--- config.mk ---
export PLATFORM = sky130hd
export DESIGN_NAME = core_wb_stage
export DESIGN_NICKNAME = d
export VERILOG_FILES = /design/src/rtl/core_wb_stage.sv
export SDC_FILE = /design/constraint.sdc
export NUM_CORES = 1
export LEC_CHECK = 0
export CAP_MARGIN = 5
export CORE_UTILIZATION = 35
export DETAILED_ROUTE_END_ITERATION = 8
export HOLD_SLACK_MARGIN = 0.05
export PLACE_DENSITY = 0.77
export SLEW_MARGIN = 25
export SYNTH_ARGS = -nofsm -noshare
export SYNTH_HDL_FRONTEND = slang
export SYNTH_SLANG_ARGS = --single-unit
--- constraint.sdc ---
create_clock -name clk -period 2.5 [get_ports clk]
set_clock_uncertainty 0.05 [all_clocks]
set_input_delay 0.5 -clock clk [delete_from_list [all_inputs] [get_ports clk]]
set_output_delay 0.5 -clock clk [all_outputs]
set_load 0.02 [all_outputs]
--- src/rtl/core_wb_stage.sv ---
// Execute/writeback stage register: holds one instruction from ID, selects the
// writeback source, waits on multi-cycle loads with timeout, and counts retirements.
module core_wb_stage #(
  parameter  int XLEN        = 32,
  parameter  int NREGS       = 16,
  parameter  int ZERO_REG    = 0,
  parameter  int MEM_TIMEOUT = 64,
  parameter  int CNT_W       = 32,
  localparam int AW          = $clog2(NREGS)
) (
  input  logic             clk,
  input  logic             rst,
  input  logic             id_valid,
  output logic             id_ready,
  input  logic [XLEN-1:0]  id_pc,
  input  logic [AW-1:0]    id_rd,
  input  logic [1:0]       id_wb_sel,
  input  logic             flush,
  input  logic [XLEN-1:0]  alu_result,
  input  logic [XLEN-1:0]  rega_data,
  input  logic             mau_valid,
  input  logic [XLEN-1:0]  mau_data,
  output logic             ex_valid,
  output logic [XLEN-1:0]  ex_pc,
  output logic             wb_en,
  output logic [AW-1:0]    wb_addr,
  output logic [XLEN-1:0]  wb_data,
  output logic [CNT_W-1:0] retire_cnt,
  output logic             mem_err
);

  typedef enum logic [1:0] {EMPTY, HOLD, WAIT_MEM} state_e;

  localparam int            TW    = (MEM_TIMEOUT > 1) ? $clog2(MEM_TIMEOUT) : 1;
  localparam logic [TW-1:0] TLAST = TW'((MEM_TIMEOUT > 0) ? MEM_TIMEOUT - 1 : 0);

  state_e           state_q, state_d;
  logic [XLEN-1:0]  pc_q;
  logic [AW-1:0]    rd_q;
  logic [1:0]       sel_q;
  logic [TW-1:0]    tmo_q, tmo_d;
  logic [CNT_W-1:0] retire_q;
  logic             mem_err_q;

  logic             done;
  logic             timeout;
  logic             wr_req;
  logic [XLEN-1:0]  wr_src;
  logic             accept;

  always_comb begin
    id_ready = 1'b0;
    done     = 1'b0;
    timeout  = 1'b0;
    wr_req   = 1'b0;
    wr_src   = '0;
    case (state_q)
      EMPTY: id_ready = !flush;
      HOLD: begin
        id_ready = !flush;
        done     = !flush && !rst;
        // sel 1 and 3 write, sel 0 does not; loads never sit in HOLD
        wr_req   = sel_q[0];
        wr_src   = (sel_q == 2'd3) ? rega_data : alu_result;
      end
      WAIT_MEM: begin
        id_ready = !flush && mau_valid;
        done     = !flush && !rst && mau_valid;
        wr_req   = 1'b1;
        wr_src   = mau_data;
        timeout  = (MEM_TIMEOUT != 0) && !flush && !mau_valid && (tmo_q == TLAST);
      end
      default: ;
    endcase
    accept  = id_valid && id_ready;
    wb_en   = done && wr_req && !((ZERO_REG != 0) && (rd_q == '0));
    wb_data = wb_en ? wr_src : '0;
  end

  always_comb begin
    state_d = state_q;
    tmo_d   = tmo_q;
    if (flush || timeout) begin
      state_d = EMPTY;
    end else if (accept) begin
      state_d = (id_wb_sel == 2'd2) ? WAIT_MEM : HOLD;
      tmo_d   = '0;
    end else if (done) begin
      state_d = EMPTY;
    end else if (state_q == WAIT_MEM) begin
      tmo_d   = tmo_q + TW'(1);
    end
  end

  always_ff @(posedge clk) begin
    if (rst) begin
      state_q   <= EMPTY;
      pc_q      <= '0;
      rd_q      <= '0;
      sel_q     <= '0;
      tmo_q     <= '0;
      retire_q  <= '0;
      mem_err_q <= 1'b0;
    end else begin
      state_q   <= state_d;
      tmo_q     <= tmo_d;
      mem_err_q <= timeout;
      if (done) retire_q <= retire_q + CNT_W'(1);
      if (accept && !flush) begin
        pc_q  <= id_pc;
        rd_q  <= id_rd;
        sel_q <= id_wb_sel;
      end
    end
  end

  assign ex_valid   = (state_q != EMPTY);
  assign ex_pc      = pc_q;
  assign wb_addr    = ex_valid ? rd_q : '0;
  assign retire_cnt = retire_q;
  assign mem_err    = mem_err_q;

endmodule

==> out/results.txt, run 1 <==
Max-cap violations: 0
Post-synthesis sequential element count: 79
Die Height: 113 µm
Highest clock frequency the design can meet: 383 MHz
Met1 Usage GRT: 25.6%
Result of the run: complete, but fails checks
Core ar.: 0.0120 mm²
Crit path setup slack, layout: -112 ps
Worst relative slew slack: 69.1%
Clock latency on the worst-skew pair: 330 ps
Post-Synthesis Net Count: 681
Most utilized layer in the global route result: met2
Clock Tree Root: sky130_fd_sc_hd__clkbuf_16
Placer Congestion: 0.872
WS Path Type: in2out
H-tree levels: 3
Class of the tightest hold or removal check: reg2reg
Number of cells produced by synthesis: 536
Post-Layout Inst Area: 0.00777 mm²
Number of buffers inserted during clock tree synthesis: 9
Number of DRC markers after the initial detailed-route iteration: 307
Hold Worst Slack: 400 ps
Seq pwr share: 42.4%
Final critical-path required period: 2610 ps
Total iterations of the first detailed-routing run: 4
Final setup viols: 25
Filler cells: 978
Sum of net half-perimeters after detailed placement: 11,600 µm
Wire length of the first global-routing pass: 24,000 µm
Post-detailed-route count of antenna-violating nets: 0
All-Layer GR Usage: 23.6%
Total detailed-routing wirelength: 15,400 µm
Clock transition at the registers of the reported paths: 60 ps
Antenna diode count: 0
Leak Pwr: 0.00268 µW
Total count of hold-check failures in the final report: 0
Critical Path Start Type: primary input
Yosys warnings: 0
Maximum number of pins on one net before global-route repair: 47
Met3 demand-to-capacity share in global routing: 5.57%
Share of power burned in combinational logic: 16.5%
Pwr Density: 395 mW/mm²
Power share of the clock group: 41.1%
Combined area of all synthesized cells: 0.00431 mm²
Share of cells above drive strength 1: 22.7%
Async SR Flop Fraction: 0%
Synthesized area per cell: 8.04 µm²
Dominant register cell in the synthesized netlist: sky130_fd_sc_hd__dfxtp_1
Post-place instance area: 0.00741 mm²
Number of placement rows: 40
Post-route clock period utilization: 104%
Violations in the final reports: setup timing
Internal portion of total power: 2360 µW
Required time reported for the critical path endpoint: 1950 ps
Count of flip-flops with a built-in enable after synthesis: 0
Initial antenna violation count: 0
Met2 routing resource usage after global routing: 45.1%
Horizontal extent of the die: 113 µm
Sequential-to-total area share from yosys stat: 36.7%
Number of nets in the layout: 946
Ports: 243
Maximum root-to-sink buffer count: 2
Number of clock sinks: 79
Footprint of the multi-input gates: 0.00277 mm²
Number of max-slew violations in the final report: 0
# DRC: 0
Via count of the first global-routing pass: 4,873
Post-detailed-route via-to-cell ratio: 5.33
RSZ-0062 raised after global routing: true
Switching Fraction: 23.1%
Signal arrival time at the worst endpoint: 2060 ps
TritonCTS clock tree: built
Routed wire per std cell: 16.2 µm
Starting density of the core: 35.9%
GRT overflow: 0
Total vias in the final route: 5,071
Floorplan die area: 0.0128 mm²
Worst Tran Pin Value: 463 ps
Worst vdd ir: 0.475 mV
Kind of end point of the critical path: primary output
Number of placed cells counting well taps: 934
Crit-path max FO: 10
Switching pwr: 709 µW
Final non-filler cell total: 952
Sequential standard cell area: 0.00158 mm²
Growth of design area from synthesis to finish: 80.4%
Number of port buffers: 242
Util after Layout: 64.7%
Number of library cell types mapped by synthesis: 47
cell type report:
class,instances,share of cell area (%)
flip-flops and latches,79,20.4
clock buffers,10,2.95
well taps,147,2.37
inverters,12,0.580
clock inverters,5,0.644
repair buffers,292,37.5
multi-input cells,407,35.6
per-stage QoR:
step,setup slack [ps],power [µW],setup TNS (ps)
2_1_floorplan,-13.2,1500,-364
5_1_grt,-187,3200,-3160
3_5_place_dp,-536,1840,-16700
4_1_cts,-117,3090,-1010
6_report,-112,3070,-905
3_3_place_gp,-473,1830,-14070
critical path, stage by stage:
cell,delay (ps)
sky130_fd_sc_hd__clkdlybuf4s50_1,470
sky130_fd_sc_hd__nor3b_4,230
sky130_fd_sc_hd__nand2_2,80
sky130_fd_sc_hd__or2_4,270
sky130_fd_sc_hd__buf_12,170
sky130_fd_sc_hd__buf_12,140
sky130_fd_sc_hd__nor2_4,70
sky130_fd_sc_hd__buf_6,120
cell usage after synthesis, drive strengths merged, types with 3 or more instances:
cell     n  area, µm²
nand2   94        353
dfxtp   79       1580
a21oi   66        330
nor2    41        154
mux2    33        372
a22oi   32        240
clkbuf  26       97.6
or4     18        135
nand3   15       87.6
o31ai   15        113
o21ai   13       65.1
buf     12       75.1
inv     12       45.0
or3     12       76.3
nand4   10        108
and4     7       61.3
ha       6       75.1
nor2b    6       37.5
nand2b   5       31.3
a211oi   3       22.5
a31oi    3       18.8
nor3b    3       33.8
xor2     3       26.3
repair_timing:
action                                  in CTS  in global routing
setup buffers                                2                  1
pin swaps                                    1                  0
hold buffers                                 0                  0
endpoints found under the setup margin      34                 34
cloned                                       0                  0
resized for setup                          181                 13
cells by family (layout without fill, tap and decap cells):
logic type	after synthesis	count (layout)	share of synthesized area [%]
flip-flops	79	79	36.7
AND/OR/NAND/NOR	223	223	27.0
adder cells (fa/ha/maj)	6	6	1.74
XOR/XNOR	5	5	1.02
AO/OA/AOI/OAI	140	140	19.9
buffers and inverters	50	319	5.05
multiplexers	33	33	8.62
final timing paths:
path	endpoint	cells past startpoint	startpoint	slack, ps
max	wb_data[4]	8	flush	-110
min	rd_q[2]$_SDFFE_PP0P_	2	rd_q[2]$_SDFFE_PP0P_	400
max reg2reg	tmo_q[5]$_SDFFE_PP0P_	8	state_q[0]$_SDFFE_PP0P_	160
min reg2reg	rd_q[2]$_SDFFE_PP0P_	2	rd_q[2]$_SDFFE_PP0P_	400
routing by layer:
layer  vias to the layer above  share of wire (%)
met5                         -                  0
met4                         0                1.7
met3                        17                6.2
met2                       165                 54
met1                      2417                 38
li1                       2472                  -
state kept, by name, indices dropped and copies added (netlist names):
name,count
ex_pc,32
retire_cnt,32
tmo_q,6
rd_q,4
sel_q,2
state_q,2
mem_err,1
power groups by stage:
| stage | Combinational [µW] | Clock (µW) | Sequential (µW) |
|---|---|---|---|
| after floorplan | 144 | 0 | 1360 |
| after global placement | 497 | 0 | 1330 |
| after detailed placement | 507 | 0 | 1330 |
| after CTS | 510 | 1280 | 1300 |
| after global routing | 541 | 1350 | 1310 |
| final | 507 | 1260 | 1300 |
cell usage in the layout, fill, tap and decap left out, types with 4 or more instances in the layout:
cell                              netlist  layout
sky130_fd_sc_hd__clkdlybuf4s50_1        0     207
sky130_fd_sc_hd__nand2_1               94      93
sky130_fd_sc_hd__dfxtp_1               79      77
sky130_fd_sc_hd__a21oi_1               66      66
sky130_fd_sc_hd__buf_4                  0      44
sky130_fd_sc_hd__mux2_2                33      33
sky130_fd_sc_hd__buf_6                  3      32
sky130_fd_sc_hd__a22oi_1               32      31
sky130_fd_sc_hd__nor2_4                 0      31
sky130_fd_sc_hd__or4_1                 18      18
sky130_fd_sc_hd__o31ai_1               15      15
sky130_fd_sc_hd__nand3_1               14      14
sky130_fd_sc_hd__o21ai_0               13      13
sky130_fd_sc_hd__or3_1                 11      11
sky130_fd_sc_hd__inv_1                 12       9
sky130_fd_sc_hd__nor2_1                41       9
sky130_fd_sc_hd__clkbuf_16              0       9
sky130_fd_sc_hd__and4_1                 7       7
sky130_fd_sc_hd__nand4_1                7       7
sky130_fd_sc_hd__buf_12                 0       7
sky130_fd_sc_hd__nor2b_1                6       6
sky130_fd_sc_hd__nand2b_1               5       5
sky130_fd_sc_hd__ha_1                   6       5
sky130_fd_sc_hd__clkinv_2               0       4
Power figures use the tool's default switching activity.
==> inputs of run 2 (changes only) <==
CORE_UTILIZATION = 42   (was 35)
PLACE_DENSITY = 0.87   (was 0.77)
clock period = 3.1 ns   (was 2.5 ns; I/O delays follow)
==> out/results.txt, run 2 (synthesized netlist as in run 1, its figures left out) <==
Crit-path max FO: 8
Total count of hold-check failures in the final report: 0
Hold Worst Slack: 405 ps
Post-Layout Inst Area: 0.00702 mm²
Number of port buffers: 242
Via count of the first global-routing pass: 4,589
Starting density of the core: 43.7%
Growth of design area from synthesis to finish: 63.0%
Ports: 243
Sum of net half-perimeters after detailed placement: 11,600 µm
Share of power burned in combinational logic: 17.5%
Clock transition at the registers of the reported paths: 70 ps
Maximum root-to-sink buffer count: 2
Share of cells above drive strength 1: 10.9%
Post-detailed-route via-to-cell ratio: 5.46
Highest clock frequency the design can meet: 333 MHz
Switching pwr: 521 µW
Number of DRC markers after the initial detailed-route iteration: 333
Horizontal extent of the die: 103 µm
Required time reported for the critical path endpoint: 2430 ps
H-tree levels: 3
Clock latency on the worst-skew pair: 350 ps
Number of nets in the layout: 911
Minimum setup slack among reg-to-reg paths: 740 ps
Total vias in the final route: 4,939
Number of placement rows: 36
TritonCTS clock tree: built
Most frequent cells in the layout: 207 x sky130_fd_sc_hd__clkdlybuf4s50_1, 94 x sky130_fd_sc_hd__nand2_1, 79 x sky130_fd_sc_hd__dfxtp_1
Result of the run: complete, no violations
Routed wire per std cell: 16.9 µm
Post-detailed-route count of antenna-violating nets: 0
Placer Congestion: 0.820
Kind of end point of the critical path: primary output
Initial antenna violation count: 0
Number of placed cells counting well taps: 888
Maximum number of pins on one net before global-route repair: 85
Largest stage delay, worst path: 480 ps
Core ar.: 0.00986 mm²
Cell with the largest stage delay on the worst path: sky130_fd_sc_hd__clkdlybuf4s50_1
Final critical-path required period: 3000 ps
Critical Path Start Type: primary input
Pwr Density: 315 mW/mm²
Final setup viols: 0
All-Layer GR Usage: 26.7%
Number of buffers inserted during clock tree synthesis: 9
Most common cell after layout, fill and taps aside: sky130_fd_sc_hd__clkdlybuf4s50_1
Class of the tightest hold or removal check: reg2reg
Number of clock sinks: 79
Post-route clock period utilization: 96.8%
Post-place instance area: 0.00686 mm²
WS Path Type: in2out
Wire length of the first global-routing pass: 21,700 µm
Worst relative slew slack: 43.4%
Max-cap violations: 0
Worst Tran Pin Value: 849 ps
Cts hold-fix bufs: 0
Filler cells: 785
Total iterations of the first detailed-routing run: 5
Leak Pwr: 0.00245 µW
RSZ-0062 raised after global routing: true
Total detailed-routing wirelength: 15,300 µm
Floorplan die area: 0.0107 mm²
Clock Tree Root: sky130_fd_sc_hd__clkbuf_8
Internal portion of total power: 1690 µW
Post-CTS setup buffer count: 0
Seq pwr share: 47.6%
Switching Fraction: 23.6%
Sum of negative setup slack: 0 ps
Power share of the clock group: 34.9%
GRT overflow: 0
Die Height: 103 µm
Sequence of cells on the critical path: clkdlybuf4s50_1 -> nor3b_4 -> nand2_1 -> or2_1 -> buf_4 -> nor2_1 -> clkdlybuf4s15_1
# DRC: 0
Signal arrival time at the worst endpoint: 2330 ps
Number of max-slew violations in the final report: 0
Sequential standard cell area: 0.00158 mm²
Footprint of the multi-input gates: 0.00251 mm²
Final non-filler cell total: 904
Worst vdd ir: 0.392 mV
[run 2: final cells by class]
type                            instances  area share, %
Multi-Input combinational cell        407           35.8
Clock buffer                           12           2.21
Timing Repair Buffer                  257           35.8
Sequential cell                        79           22.5
Tap cell                              133           2.37
Antenna cell                            1         0.0356
Clock inverter                          3          0.606
Inverter                               12          0.641
[run 2: final timing paths]
path | start | to | depth (start not counted)
setup / recovery | flush | wb_data[10] | 7
hold / removal | ex_pc[23]$_SDFFE_PP0P_ | ex_pc[23]$_SDFFE_PP0P_ | 2
setup reg to reg | state_q[0]$_SDFFE_PP0P_ | tmo_q[5]$_SDFFE_PP0P_ | 7
hold reg to reg | ex_pc[23]$_SDFFE_PP0P_ | ex_pc[23]$_SDFFE_PP0P_ | 2
[run 2: worst max-delay path, delay by kind of cell]
kind	cells	cell delay, ps
simple gates	4	710
buf+inv	3	990
[run 2: repair_timing]
action | in CTS | in global routing
pin swaps | 0 | 0
setup endpoints to repair | 30 | 24
resized for setup | 30 | 31
endpoints found under the hold margin | 0 | 0
[run 2: metrics by stage]
stage	setup slack (ps)	power [µW]	util (%)
3_3_place_gp	-189	1450	69.6
2_1_floorplan	216	1210	-
3_5_place_dp	-252	1460	69.6
5_1_grt	0.328	2290	71.2
4_1_cts	15.2	2220	71.2
6_report	100	2210	71.2
[run 2: power groups by stage]
stage | Clock [µW] | Sequential (µW) | Combinational, µW
4_1_cts | 785 | 1050 | 389
2_1_floorplan | 0 | 1100 | 110
6_report | 771 | 1050 | 388
3_3_place_gp | 0 | 1070 | 378
5_1_grt | 823 | 1050 | 415
3_5_place_dp | 0 | 1070 | 386
[run 2: metal layers]
layer	global-route usage (%)	vias to the layer above	part of all wire [%]
li1	-	2386	-
met1	26.4	2285	35
met2	49.4	232	52
met3	8.87	36	9.4
met4	14.4	0	3.9
met5	0	-	0
==> inputs of run 3 (changes only) <==
SLEW_MARGIN = unset   (was 25)
==> results of run 3 <==
The final DEF is identical to that of run 2; final timing and power are the same.
